**config.mk**
```make
export PLATFORM = sky130hd
export DESIGN_NAME = prog_loader_flat
export DESIGN_NICKNAME = d
export VERILOG_FILES = /design/src/rtl/prog_loader_pkg.sv /design/src/rtl/prog_loader_if.sv /design/src/rtl/prog_loader_imem_16x8.sv /design/src/rtl/prog_loader.sv /design/src/flat_wrapper.sv
export SDC_FILE = /design/constraint.sdc
export NUM_CORES = 1
export LEC_CHECK = 0
export BUFFER_PORTS_ARGS = -buffer_cell sky130_fd_sc_hd__buf_2
export CORE_MARGIN = 2
export CORE_UTILIZATION = 45
export DETAILED_ROUTE_END_ITERATION = 16
export SETUP_SLACK_MARGIN = 0.2
export SLEW_MARGIN = 15
export SYNTH_ARGS = -nofsm -noshare
export SYNTH_HDL_FRONTEND = slang
export SYNTH_SLANG_ARGS = --single-unit
```
**constraint.sdc**
```tcl
create_clock -name clk -period 2.2 [get_ports clk]
set_clock_uncertainty 0.1 [all_clocks]
set_input_delay 0.33 -clock clk [delete_from_list [all_inputs] [get_ports clk]]
set_output_delay 0.33 -clock clk [all_outputs]
set_load 0.01 [all_outputs]
```
**src/rtl/prog_loader_pkg.sv**
```systemverilog
// Shared types and constants for the program loader: FSM state encoding,
// the NOP word that fills memory after reset, and the memory depth.
package prog_loader_pkg;
    localparam int ADDR_W    = 4;
    localparam int DATA_W    = 8;
    localparam int MEM_DEPTH = 1 << ADDR_W;
    localparam logic [7:0] NOP = 8'h00;

    typedef enum logic [1:0] {
        ST_IDLE  = 2'd0,
        ST_LOAD  = 2'd1,
        ST_CHECK = 2'd2,
        ST_RUN   = 2'd3
    } state_e;
endpackage

```
**src/rtl/prog_loader_if.sv**
```systemverilog
// Loader bus: byte-stream handshake from the host plus the CPU fetch/control side.
// The fetch data output is named dout because "do" is a reserved word.
interface prog_loader_if #(
    parameter int ADDR_W = 4,
    parameter int DATA_W = 8
);
    logic              load_req;
    logic              rx_valid;
    logic [DATA_W-1:0] rx_data;
    logic              rx_ready;
    logic [ADDR_W-1:0] ad;
    logic [DATA_W-1:0] dout;
    logic              cpu_hold;
    logic              load_done;
    logic              err;

    modport master (
        output load_req, rx_valid, rx_data, ad,
        input  rx_ready, dout, cpu_hold, load_done, err
    );
    modport slave (
        input  load_req, rx_valid, rx_data, ad,
        output rx_ready, dout, cpu_hold, load_done, err
    );
endinterface

```
**src/rtl/prog_loader_imem_16x8.sv**
```systemverilog
// Instruction register file: async reset to all-zero (NOP), one synchronous
// write port, one combinational read port.
module imem_16x8 #(
    parameter int ADDR_W = 4,
    parameter int DATA_W = 8
) (
    input  logic              clk,
    input  logic              n_reset,
    input  logic              we_i,
    input  logic [ADDR_W-1:0] waddr_i,
    input  logic [DATA_W-1:0] wdata_i,
    input  logic [ADDR_W-1:0] raddr_i,
    output logic [DATA_W-1:0] rdata_o
);
    logic [(1<<ADDR_W)-1:0][DATA_W-1:0] mem_q;

    always_ff @(posedge clk or negedge n_reset) begin
        if (!n_reset)  mem_q <= '0;
        else if (we_i) mem_q[waddr_i] <= wdata_i;
    end

    assign rdata_o = mem_q[raddr_i];
endmodule

```
**src/rtl/prog_loader.sv**
```systemverilog
// Program loader: streams 16 bytes into instruction memory, holds the CPU
// meanwhile, then serves fetches. Define PROG_LOADER_CKSUM_EN for a trailing checksum byte.
module prog_loader
    import prog_loader_pkg::*;
#(
    parameter int ADDR_W = prog_loader_pkg::ADDR_W,
    parameter int DATA_W = prog_loader_pkg::DATA_W
) (
    input  logic          clk,
    input  logic          n_reset,
    prog_loader_if.slave  bus
);
    state_e            state_q, state_d;
    logic [ADDR_W-1:0] ptr_q, ptr_d;
    logic              done_q, done_d;
    logic              xfer, we;
    logic [DATA_W-1:0] rdata;
`ifdef PROG_LOADER_CKSUM_EN
    logic [DATA_W-1:0] sum_q, sum_d;
    logic              err_q, err_d;
`endif

    // State register plus the datapath registers that move with it
    always_ff @(posedge clk or negedge n_reset) begin
        if (!n_reset) begin
            state_q <= ST_IDLE;
            ptr_q   <= '0;
            done_q  <= 1'b0;
`ifdef PROG_LOADER_CKSUM_EN
            sum_q   <= '0;
            err_q   <= 1'b0;
`endif
        end else begin
            state_q <= state_d;
            ptr_q   <= ptr_d;
            done_q  <= done_d;
`ifdef PROG_LOADER_CKSUM_EN
            sum_q   <= sum_d;
            err_q   <= err_d;
`endif
        end
    end

    // Next state: load_req takes priority everywhere and restarts from word 0
    always_comb begin
        state_d = state_q;
        ptr_d   = ptr_q;
`ifdef PROG_LOADER_CKSUM_EN
        sum_d   = sum_q;
        err_d   = err_q;
`endif
        if (bus.load_req) begin
            state_d = ST_LOAD;
            ptr_d   = '0;
`ifdef PROG_LOADER_CKSUM_EN
            sum_d   = '0;
            err_d   = 1'b0;
`endif
        end else begin
            case (state_q)
                ST_LOAD: if (xfer) begin
                    ptr_d = ptr_q + 1'b1;
`ifdef PROG_LOADER_CKSUM_EN
                    sum_d = sum_q + bus.rx_data;
                    if (ptr_q == {ADDR_W{1'b1}}) state_d = ST_CHECK;
`else
                    if (ptr_q == {ADDR_W{1'b1}}) state_d = ST_RUN;
`endif
                end
`ifdef PROG_LOADER_CKSUM_EN
                ST_CHECK: if (xfer) begin
                    if (bus.rx_data == sum_q) begin
                        state_d = ST_RUN;
                    end else begin
                        state_d = ST_IDLE;
                        err_d   = 1'b1;
                    end
                end
`endif
                default: ;
            endcase
        end
        done_d = (state_d == ST_RUN) && (state_q != ST_RUN);
    end

    // Outputs depend on state only; rx_valid never reaches rx_ready
    always_comb begin
        bus.rx_ready  = (state_q == ST_LOAD) || (state_q == ST_CHECK);
        bus.cpu_hold  = (state_q != ST_RUN);
        bus.load_done = done_q;
        bus.dout      = (state_q == ST_RUN) ? rdata : DATA_W'(NOP);
`ifdef PROG_LOADER_CKSUM_EN
        bus.err       = err_q;
`else
        bus.err       = 1'b0;
`endif
    end

    assign xfer = bus.rx_ready & bus.rx_valid;
    assign we   = xfer & (state_q == ST_LOAD) & ~bus.load_req;

    imem_16x8 #(.ADDR_W(ADDR_W), .DATA_W(DATA_W)) u_imem (
        .clk     (clk),
        .n_reset (n_reset),
        .we_i    (we),
        .waddr_i (ptr_q),
        .wdata_i (bus.rx_data),
        .raddr_i (bus.ad),
        .rdata_o (rdata)
    );
endmodule
```
**src/flat_wrapper.sv**
```systemverilog
// flat-port wrapper written by rule: the top's interface ports become plain ports
module prog_loader_flat import prog_loader_pkg::*;
#(
    parameter int ADDR_W = prog_loader_pkg::ADDR_W,
    parameter int DATA_W = prog_loader_pkg::DATA_W
)
  (clk, n_reset, bus_load_req, bus_rx_valid, bus_rx_data, bus_ad, bus_rx_ready, bus_dout, bus_cpu_hold, bus_load_done, bus_err);
  prog_loader_if #(.ADDR_W(ADDR_W), .DATA_W(DATA_W)) bus_i ();
  input  logic clk;
  input  logic n_reset;
  input wire logic [$bits(bus_i.load_req)-1:0] bus_load_req;
  input wire logic [$bits(bus_i.rx_valid)-1:0] bus_rx_valid;
  input wire logic [$bits(bus_i.rx_data)-1:0] bus_rx_data;
  input wire logic [$bits(bus_i.ad)-1:0] bus_ad;
  output wire logic [$bits(bus_i.rx_ready)-1:0] bus_rx_ready;
  output wire logic [$bits(bus_i.dout)-1:0] bus_dout;
  output wire logic [$bits(bus_i.cpu_hold)-1:0] bus_cpu_hold;
  output wire logic [$bits(bus_i.load_done)-1:0] bus_load_done;
  output wire logic [$bits(bus_i.err)-1:0] bus_err;
  assign bus_i.load_req = bus_load_req;
  assign bus_i.rx_valid = bus_rx_valid;
  assign bus_i.rx_data = bus_rx_data;
  assign bus_i.ad = bus_ad;
  assign bus_rx_ready = bus_i.rx_ready;
  assign bus_dout = bus_i.dout;
  assign bus_cpu_hold = bus_i.cpu_hold;
  assign bus_load_done = bus_i.load_done;
  assign bus_err = bus_i.err;
  prog_loader #(.ADDR_W(ADDR_W), .DATA_W(DATA_W)) u_core (.clk(clk), .n_reset(n_reset), .bus(bus_i));
endmodule
```
# Yosys cells after proc, flatten, opt, wreduce, memory -nomap -nowiden
# Index checks and enable logic that the tools add are counted.
# classes
addsub	1
n_lt_le_gt_ge	3
eq_ne	6
mux	13
bitwise_logic	4
reduce_logical	6
# ops
cell	count
$bwmux 128	1
$bmux 8 s4	1
$demux 8 s4	1
$mux 8	3
$mux 4	3
$lt 4x5->1 const B	2
$mux 2	4
$eq 2x2->1 const B	3
$add 4x1->4 const B	1
$eq 4x4->1 const B	1
$ge 4x1->1 const B	1
$reduce_bool 2->1	2
$and 1x1->1	3
$eq 2x1->1 const B	1
$logic_and 1x1->1	2
$ne 2x2->1 const B	1
$reduce_and 2->1	1
$logic_or 1x1->1	1
$not 1->1	1
# word_totals
regBits	135
input_bits	16
wordCells	52

# Logic depth before layout (Yosys ltp)
# Gate-level depths: netlist of run 1.
# depth
word_depth	8
depth_mapped	7
depth_no_buf	6

# Hierarchy
# A second synthesis of run 1 with hierarchy kept.
# unflattened
hier_cells	412
area_unflattened_um2	6296.0
# by_module_without_submodules
module	n_inst	cells_per_inst	area_per_inst_um2
imem_16x8	1	368	5860.6
prog_loader	1	44	435.4

# Least setup slack after synthesis of run 1
# OpenSTA, ideal clock, no wires.
# synth_path
kind	flip-flop to flip-flop
start	reg u_core.state_q[0]
end	reg u_core.u_imem.mem_q[32] (netlist bit)
setup_time_ps	125
arrival_ps	1668
t_required_ps	1975
setup_slack_ps	307
stages_incl_launch_ff	7
path_buffers	1
cell_sequence	dfrtp_1 -> ha_1 -> and4bb_1 -> and2_1 -> buf_4 -> nand2_2 -> mux2_2
# synth_via
elab_chain_len	5
word_cells_on_any_way	6
# synth_lines
element	line_no	source
start, declared	prog_loader.sv:13	state_e state_q, state_d;
start signal, assigned	prog_loader.sv:34	state_q <= state_d;
$eq 2x1->1 or $eq 2x2->1 (tied branches)	prog_loader.sv:88, prog_loader.sv:100	
$logic_or 1x1->1	prog_loader.sv:88	bus.rx_ready = (state_q == ST_LOAD) || (state_q == ST_CHECK);
$and 1x1->1	prog_loader.sv:99	assign xfer = bus.rx_ready & bus.rx_valid;
$and 1x1->1 (*) (2 in series)	prog_loader.sv:100	assign we = xfer & (state_q == ST_LOAD) & ~bus.load_req;
end signal, assigned by index	prog_loader_imem_16x8.sv:19	else if (we_i) mem_q[waddr_i] <= wdata_i;
end, declared	prog_loader_imem_16x8.sv:15	logic [(1<<ADDR_W)-1:0][DATA_W-1:0] mem_q;
# Every way passes the cells marked *; elsewhere a longest branch is shown, timed or not.
# A chain may end at the register's enable or synchronous reset.

# Worst setup path in the final report of run 1
# layout_path
start	reg u_core.u_imem.mem_q[59] (netlist bit)
end	out bus_dout[3]
# layout_via
elab_chain_len	3
# layout_lines
element	line_no	source
$bmux 8 s4	prog_loader_imem_16x8.sv:22	assign rdata_o = mem_q[raddr_i];
$mux 8 (implied by the code)	prog_loader_imem_16x8.sv:22	
$mux 8	prog_loader.sv:91	bus.dout = (state_q == ST_RUN) ? rdata : DATA_W'(NOP);
end, declared	flat_wrapper.sv:16	output wire logic [$bits(bus_i.dout)-1:0] bus_dout;
# No other way between the ends. The select of a mux whose other input is x is not followed.

==> results of run 1 <==
state kept, by name, summed over array words and instances, names as in the netlist:
name                  count
u_core.bus.load_done      1
u_core.u_imem.mem_q     128
u_core.state_q            2
u_core.ptr_q              4
cell type report:
type,instances,share of cell area (%)
multi-input cells,290,43.2
inverters,6,0.269
flip-flops and latches,135,40.4
clock inverters,9,1.17
clock buffers,23,5.83
well taps,180,2.69
repair buffers,58,6.44
cell families (layout without fill, tap and decap cells):
| group | after synthesis | count (layout) | share of synthesized area (%) |
|---|---|---|---|
| AO/OA/AOI/OAI | 35 | 35 | 3.85 |
| XOR/XNOR | 3 | 3 | 0.408 |
| adder cells (fa/ha/maj) | 6 | 6 | 1.17 |
| buffers and inverters | 36 | 96 | 3.34 |
| flip-flops | 135 | 135 | 52.5 |
| multiplexers | 185 | 185 | 32.9 |
| other | 1 | 1 | 0.0583 |
| AND/OR/NAND/NOR | 59 | 60 | 5.79 |
worst max path at each step:
stage / start / endpoint / slack, ns / cells after the start
floorplan: u_core.state_q[0] / u_core.u_imem.mem_q[32] / 0.31 / 6
global placement: bus_ad[0] / bus_dout[3] / 0.02 / 7
detailed placement: bus_ad[2] / bus_dout[0] / -0.04 / 6
CTS: u_core.u_imem.mem_q[54] / bus_dout[6] / 0.04 / 5
global route: u_core.u_imem.mem_q[59] / bus_dout[3] / -0.02 / 5
finish: u_core.u_imem.mem_q[59] / bus_dout[3] / 0.03 / 5
layer usage:
metal / up-vias / wire, µm / GRT usage [%]
li1: 1756 / - / -
met1: 2091 / 7620 / 28.5
met2: 57 / 7520 / 34.3
met3: 9 / 519 / 5.59
met4: 0 / 172 / 6.89
met5: - / 0 / 0
layout by cell type, fill, tap and decap left out, types with 5 or more instances in the layout:
cell type  Yosys  final
nand2_8        0     12
nor2_1         8      7
a22oi_1       20     20
mux2i_1       49     49
mux2_4         0    124
buf_4          8     18
clkinv_2       0      6
nand2_1        9      8
buf_2          4     24
nand3_4        4      5
inv_1          6      5
buf_12         0     12
dfrtp_1      135    132
clkbuf_16      0     17
mux4_2         7      8
report_power, final:
part / total [W] / internal, W / leakage (nW) / switching, W
Combinational: 0.000800 / 0.000457 / 2.14 / 0.000344
Clock: 0.00280 / 0.00178 / 0.292 / 0.00103
Sequential: 0.00280 / 0.00269 / 1.83 / 0.000112
worst max-delay path, cell delays in order, from the launching register on:
cell      delay [ns]
dfrtp_1         0.37
mux4_2          0.50
nand2b_4        0.16
nand3_2         0.08
o21ai_2         0.07
buf_2           0.15
repair_timing:
item                                   4_1_cts  5_1_grt
setup buffers                                4        8
resized for setup                           60      134
setup endpoints to repair                  137      137
pin swaps                                    8        6
endpoints found under the hold margin       30        0
hold buffers                                 1        0
cloned                                       1        0
through the flow:
stage	worst slack, ns	cell area [µm²]	setup TNS [ns]	std cells	hold slack, ns
2_1_floorplan	0.307	6430	0	460	-0.0656
3_3_place_gp	0.0212	6800	0	655	0.140
3_5_place_dp	-0.0432	6800	-0.0704	655	0.138
4_1_cts	0.0358	7740	0	693	0.0731
5_1_grt	-0.0175	8370	-0.0360	701	0.0951
6_report	0.0257	8370	0	701	0.0946
==> flow_summary_export.csv, run 1 <==
group,metric,value,unit
floorplan,die_x,124,µm
synth,async_reset_ff_share,100,%
synth,synth_common_cells,"135 x dfrtp_1, 127 x mux2_2, 49 x mux2i_1",
setup_path,r2r-start,"u_core.state_q[1]",
floorplan,start_util,46.2,%
setup_path,rr_endpoint,"u_core.u_imem.mem_q[100]",
hold_path,worstHoldStart,"bus_load_req",
place,port_buffers,26,
drt,drtPass1Iterations,4,
hold_path,whs_path_depth,2,
floorplan,core-area,13900,µm²
global_route,grt_use_total,21.4,%
drt,drt_iter0_markers,176,
timing,rsz0062_at_grt,"true",
clock_network,cts_tree,"yes",
run,max-cap-violations,0,
timing,slew-limit-headroom,45.2,%
pwr,power.total,0.00640,W
drt,wl_per_cell,22.6,µm
global_route,grt_max_degree,51,
synth,syn-cell-area,6430,µm²
global_route,grt_antenna_before_repair,0,
layout,fillers,1053,
drt,vias_per_cell,5.58,
clock_network,insertion_delay,0.41,ns
synth,yosys-top-cells-area,"dfrtp_1 52%, mux2_2 22%, mux2i_1 7.6%",
pwr,vdd_drop_max,0.544,mV
clock_network,clkSinkCount,135,
layout,nets,530,
global_route,grt.overflow.total,0,
layout,final_util,60.1,%
setup_path,reg2reg_setup_slack,0.07,ns
setup_path,crit_path_max_fanout,2,
setup_path,cp_data_required_time,1.77,ns
layout,antenna_cells,0,
floorplan,rows,43,
layout,drive_gt1_share,51.8,%
timing,fin_crit,2.17,ns
synth,yosys_register_bits,135,
timing,drv_slew,0,
drt,route.detailed.drc,0,
synth,synth_cell_types,33,
synth,synthFlopType,"dfrtp_1",
hold_path,min_path_type,"in2reg",
pwr,cellLeakagePower,4.26,nW
clock_network,htreeDepth,4,
outcome,status,"complete, no violations",
synth,synth_top_area_share,52.5,%
floorplan,fp.dieH,124,µm
hold_path,hold_end,"u_core.ptr_q[0]",
floorplan,dieArea,15300,µm²
global_route,grt_pass1_vias,4094,
drt,num_vias,3913,
setup_path,critPathKind,"reg2out",
pwr,p_per_area,765,nW/µm²
clock_network,clk_path_buf_depth,2,
setup_path,critPathCaptureType,"output port",
setup_path,crit_arrival,1.74,ns
clock_network,cts-buffers-inserted,17,
timing,tightest_slew,0.821,ns
drt,routed_wl,15.8,mm
clock_network,clkTransAtPathRegs,0.06,ns
synth,synth_area_leader_cell,"dfrtp_1",
setup_path,worst-r2r-cell-count,6,
synth,yosysSeqAreaShare,52.5,%
synth,ys_warn_count,0,
synth,synth.most_common_cell,"dfrtp_1",
timing,hold_viol_final,0,
synth,synth_nets,482,
place,hpwl,9.78,mm
setup_path,start_kind,"flop",
synth,avgSynthCellArea,14.0,µm²
drt,antenna_left,0,
timing,setup_viol,0,
layout,area.growth.synth_to_final,30.1,%
synth,netlist_instances,460,
layout,seq_area,3380,µm²
global_route,grt_pass1_wl,23.6,mm
synth,synth_edf_count,0,
timing,post-route-period-util,98.8,%
floorplan,io-pin-count,28,
timing,fmaxAchievable,0.460,GHz
layout,multi_input_area,3620,µm²
clock_network,cts-root-buf,"clkbuf_16",
place,gp_congestion,0.765,
Note: power is estimated with default switching activity, not from simulation.
==> inputs of run 2 (changes only) <==
- PLACE_DENSITY: unset -> 0.72
==> run 2 against run 1 <==
Hold slack worse by 0.038 ns. Count of clock-buffer cells in the layout is 1 higher. Critical endpoint is now bus_dout[0]. Worst setup slack better by 0.019 ns. Largest power group is now the clock network. Cell area is 4.9% lower. Global-route usage hardly changed. Critical path type is now in2out. Non-clock buffer count is 1 higher. Cell count is 0.14% higher.
==> flow_summary_export.csv, run 2 (synthesized netlist as in run 1, its figures left out) <==
group,metric,value,unit
timing,slew-limit-headroom,43.9,%
clock_network,cts_tree,"yes",
place,port_buffers,26,
clock_network,clk_path_buf_depth,2,
floorplan,die_x,124,µm
global_route,grt.overflow.total,0,
setup_path,cp_num_buf_inv,4,
floorplan,fp.dieH,124,µm
timing,post-route-period-util,98.0,%
layout,nets,531,
place,hpwl,9.41,mm
hold_path,min_path_type,"in2reg",
layout,layout_common_cells,"134 x dfrtp_1, 126 x mux2_2, 49 x mux2i_1",
pwr,p_per_area,816,nW/µm²
pwr,power.total,0.00649,W
timing,setup_viol,0,
clock_network,clkSinkCount,135,
pwr,vdd_drop_max,0.554,mV
global_route,grt_pass1_wl,23.7,mm
drt,wl_per_cell,21.6,µm
timing,tightest_slew,0.837,ns
layout,final_common_cell,"dfrtp_1",
global_route,grt_use_total,21.4,%
setup_path,slowest_delay,0.31,ns
timing,drv_slew,0,
timing,hold_viol_final,0,
pwr,cellLeakagePower,3.84,nW
drt,route.detailed.drc,0,
drt,drt_iter0_markers,277,
run,max-cap-violations,0,
place,gp_congestion,0.795,
layout,top_register,"u_core.u_imem.mem_q",
setup_path,critPathCaptureType,"output port",
floorplan,io-pin-count,28,
layout,largest_registers,"u_core.u_imem.mem_q x128, u_core.ptr_q x4, u_core.state_q x2",
layout,antenna_cells,0,
clock_network,cts-buffers-inserted,17,
setup_path,crit_path_cell_trace,"buf_2 > buf_4 > nor2b_1 > buf_4 > a22o_1 > o31ai_2 > buf_2",
timing,fin_crit,2.16,ns
drt,num_vias,4015,
floorplan,start_util,46.2,%
drt,vias_per_cell,5.72,
setup_path,crit_arrival,1.73,ns
setup_path,start_kind,"input pin",
floorplan,core-area,13900,µm²
clock_network,cts-root-buf,"clkbuf_16",
floorplan,dieArea,15300,µm²
timing,rsz0062_at_grt,"true",
setup_path,reg2reg_setup_slack,0.08,ns
layout,final_util,57.1,%
layout,drive_gt1_share,53.1,%
clock_network,htreeDepth,4,
setup_path,slowest_stage,"o31ai_2",
setup_path,critPathTopFamily,"buffers and inverters",
layout,fillers,1072,
layout,largest_reg_flops,128,
setup_path,critPathKind,"in2out",
setup_path,cp_data_required_time,1.77,ns
floorplan,rows,43,
outcome,status,"complete, no violations",
global_route,grt_antenna_before_repair,0,
timing,fmaxAchievable,0.464,GHz
drt,drtPass1Iterations,4,
global_route,grt_pass1_vias,4288,
global_route,grt_max_degree,53,
layout,area.growth.synth_to_final,23.7,%
clock_network,insertion_delay,0.41,ns
drt,routed_wl,15.2,mm
clock_network,clkTransAtPathRegs,0.06,ns
setup_path,crit_path_max_fanout,6,
drt,antenna_left,0,
[run 2: per-stage QoR]
step | hold WS, ns | cells | area [µm²] | setup slack, ns | setup TNS (ns)
final | 0.0566 | 702 | 7960 | 0.0448 | 0
after global routing | 0.0613 | 702 | 7960 | -0.0115 | -0.0115
after CTS | 0.0501 | 696 | 7790 | 0.0697 | 0
after detailed placement | 0.216 | 658 | 6810 | 0.0195 | 0
after global placement | 0.205 | 658 | 6810 | 0.0541 | 0
after floorplan | -0.0656 | 460 | 6430 | 0.307 | 0
[run 2: where the power goes]
part	internal [W]	switching [W]
logic	0.000343	0.000318
registers	0.00269	0.000104
clock network	0.00201	0.00103
total	0.00504	0.00145
[run 2: layer usage]
layer | share of wire (%) | wire, µm | GRT usage, % | vias to the layer above
met1 | 42 | 6390 | 27.9 | 2122
li1 | - | - | - | 1779
met5 | 0 | 0 | 0 | -
met4 | 1.6 | 250 | 5.75 | 0
met2 | 50 | 7650 | 35.7 | 97
met3 | 5.8 | 874 | 5.22 | 17
[run 2: what timing repair did]
action,in CTS,in global routing
endpoints found under the hold margin,48,0
endpoints found under the setup margin,137,112
pin swaps,10,9
resized for setup,66,18
buffers inserted,4,6
hold buffers,1,0
cloned,1,0
[run 2: final cells by class]
type / instances / area (µm²) / area share, %
sequential: 135 / 3380 / 42.5
timing repair buffer: 59 / 492 / 6.18
tap: 180 / 225 / 2.83
multi-input combinational: 290 / 3200 / 40.2
clock inverter: 8 / 143 / 1.79
inverter: 6 / 25.0 / 0.314
clock buffer: 24 / 492 / 6.18
[run 2: worst paths after layout]
path	startpoint	cells after the start	end
max	bus_ad[1]	7	bus_dout[0]
min	bus_load_req	2	u_core.ptr_q[3]
max reg2reg	u_core.state_q[1]	7	u_core.u_imem.mem_q[113]
min reg2reg	u_core.u_imem.mem_q[7]	1	u_core.u_imem.mem_q[7]
max in group asynchronous	n_reset	3	u_core.state_q[0]
min in group asynchronous	n_reset	2	u_core.u_imem.mem_q[90]
[run 2: worst reg2reg max path, stage by stage (launching register included)]
cell	delay (ns)
dfrtp_1	0.42
buf_6	0.14
inv_4	0.04
ha_4	0.19
and4bb_2	0.33
and2_4	0.26
nand3_4	0.19
mux2_2	0.32
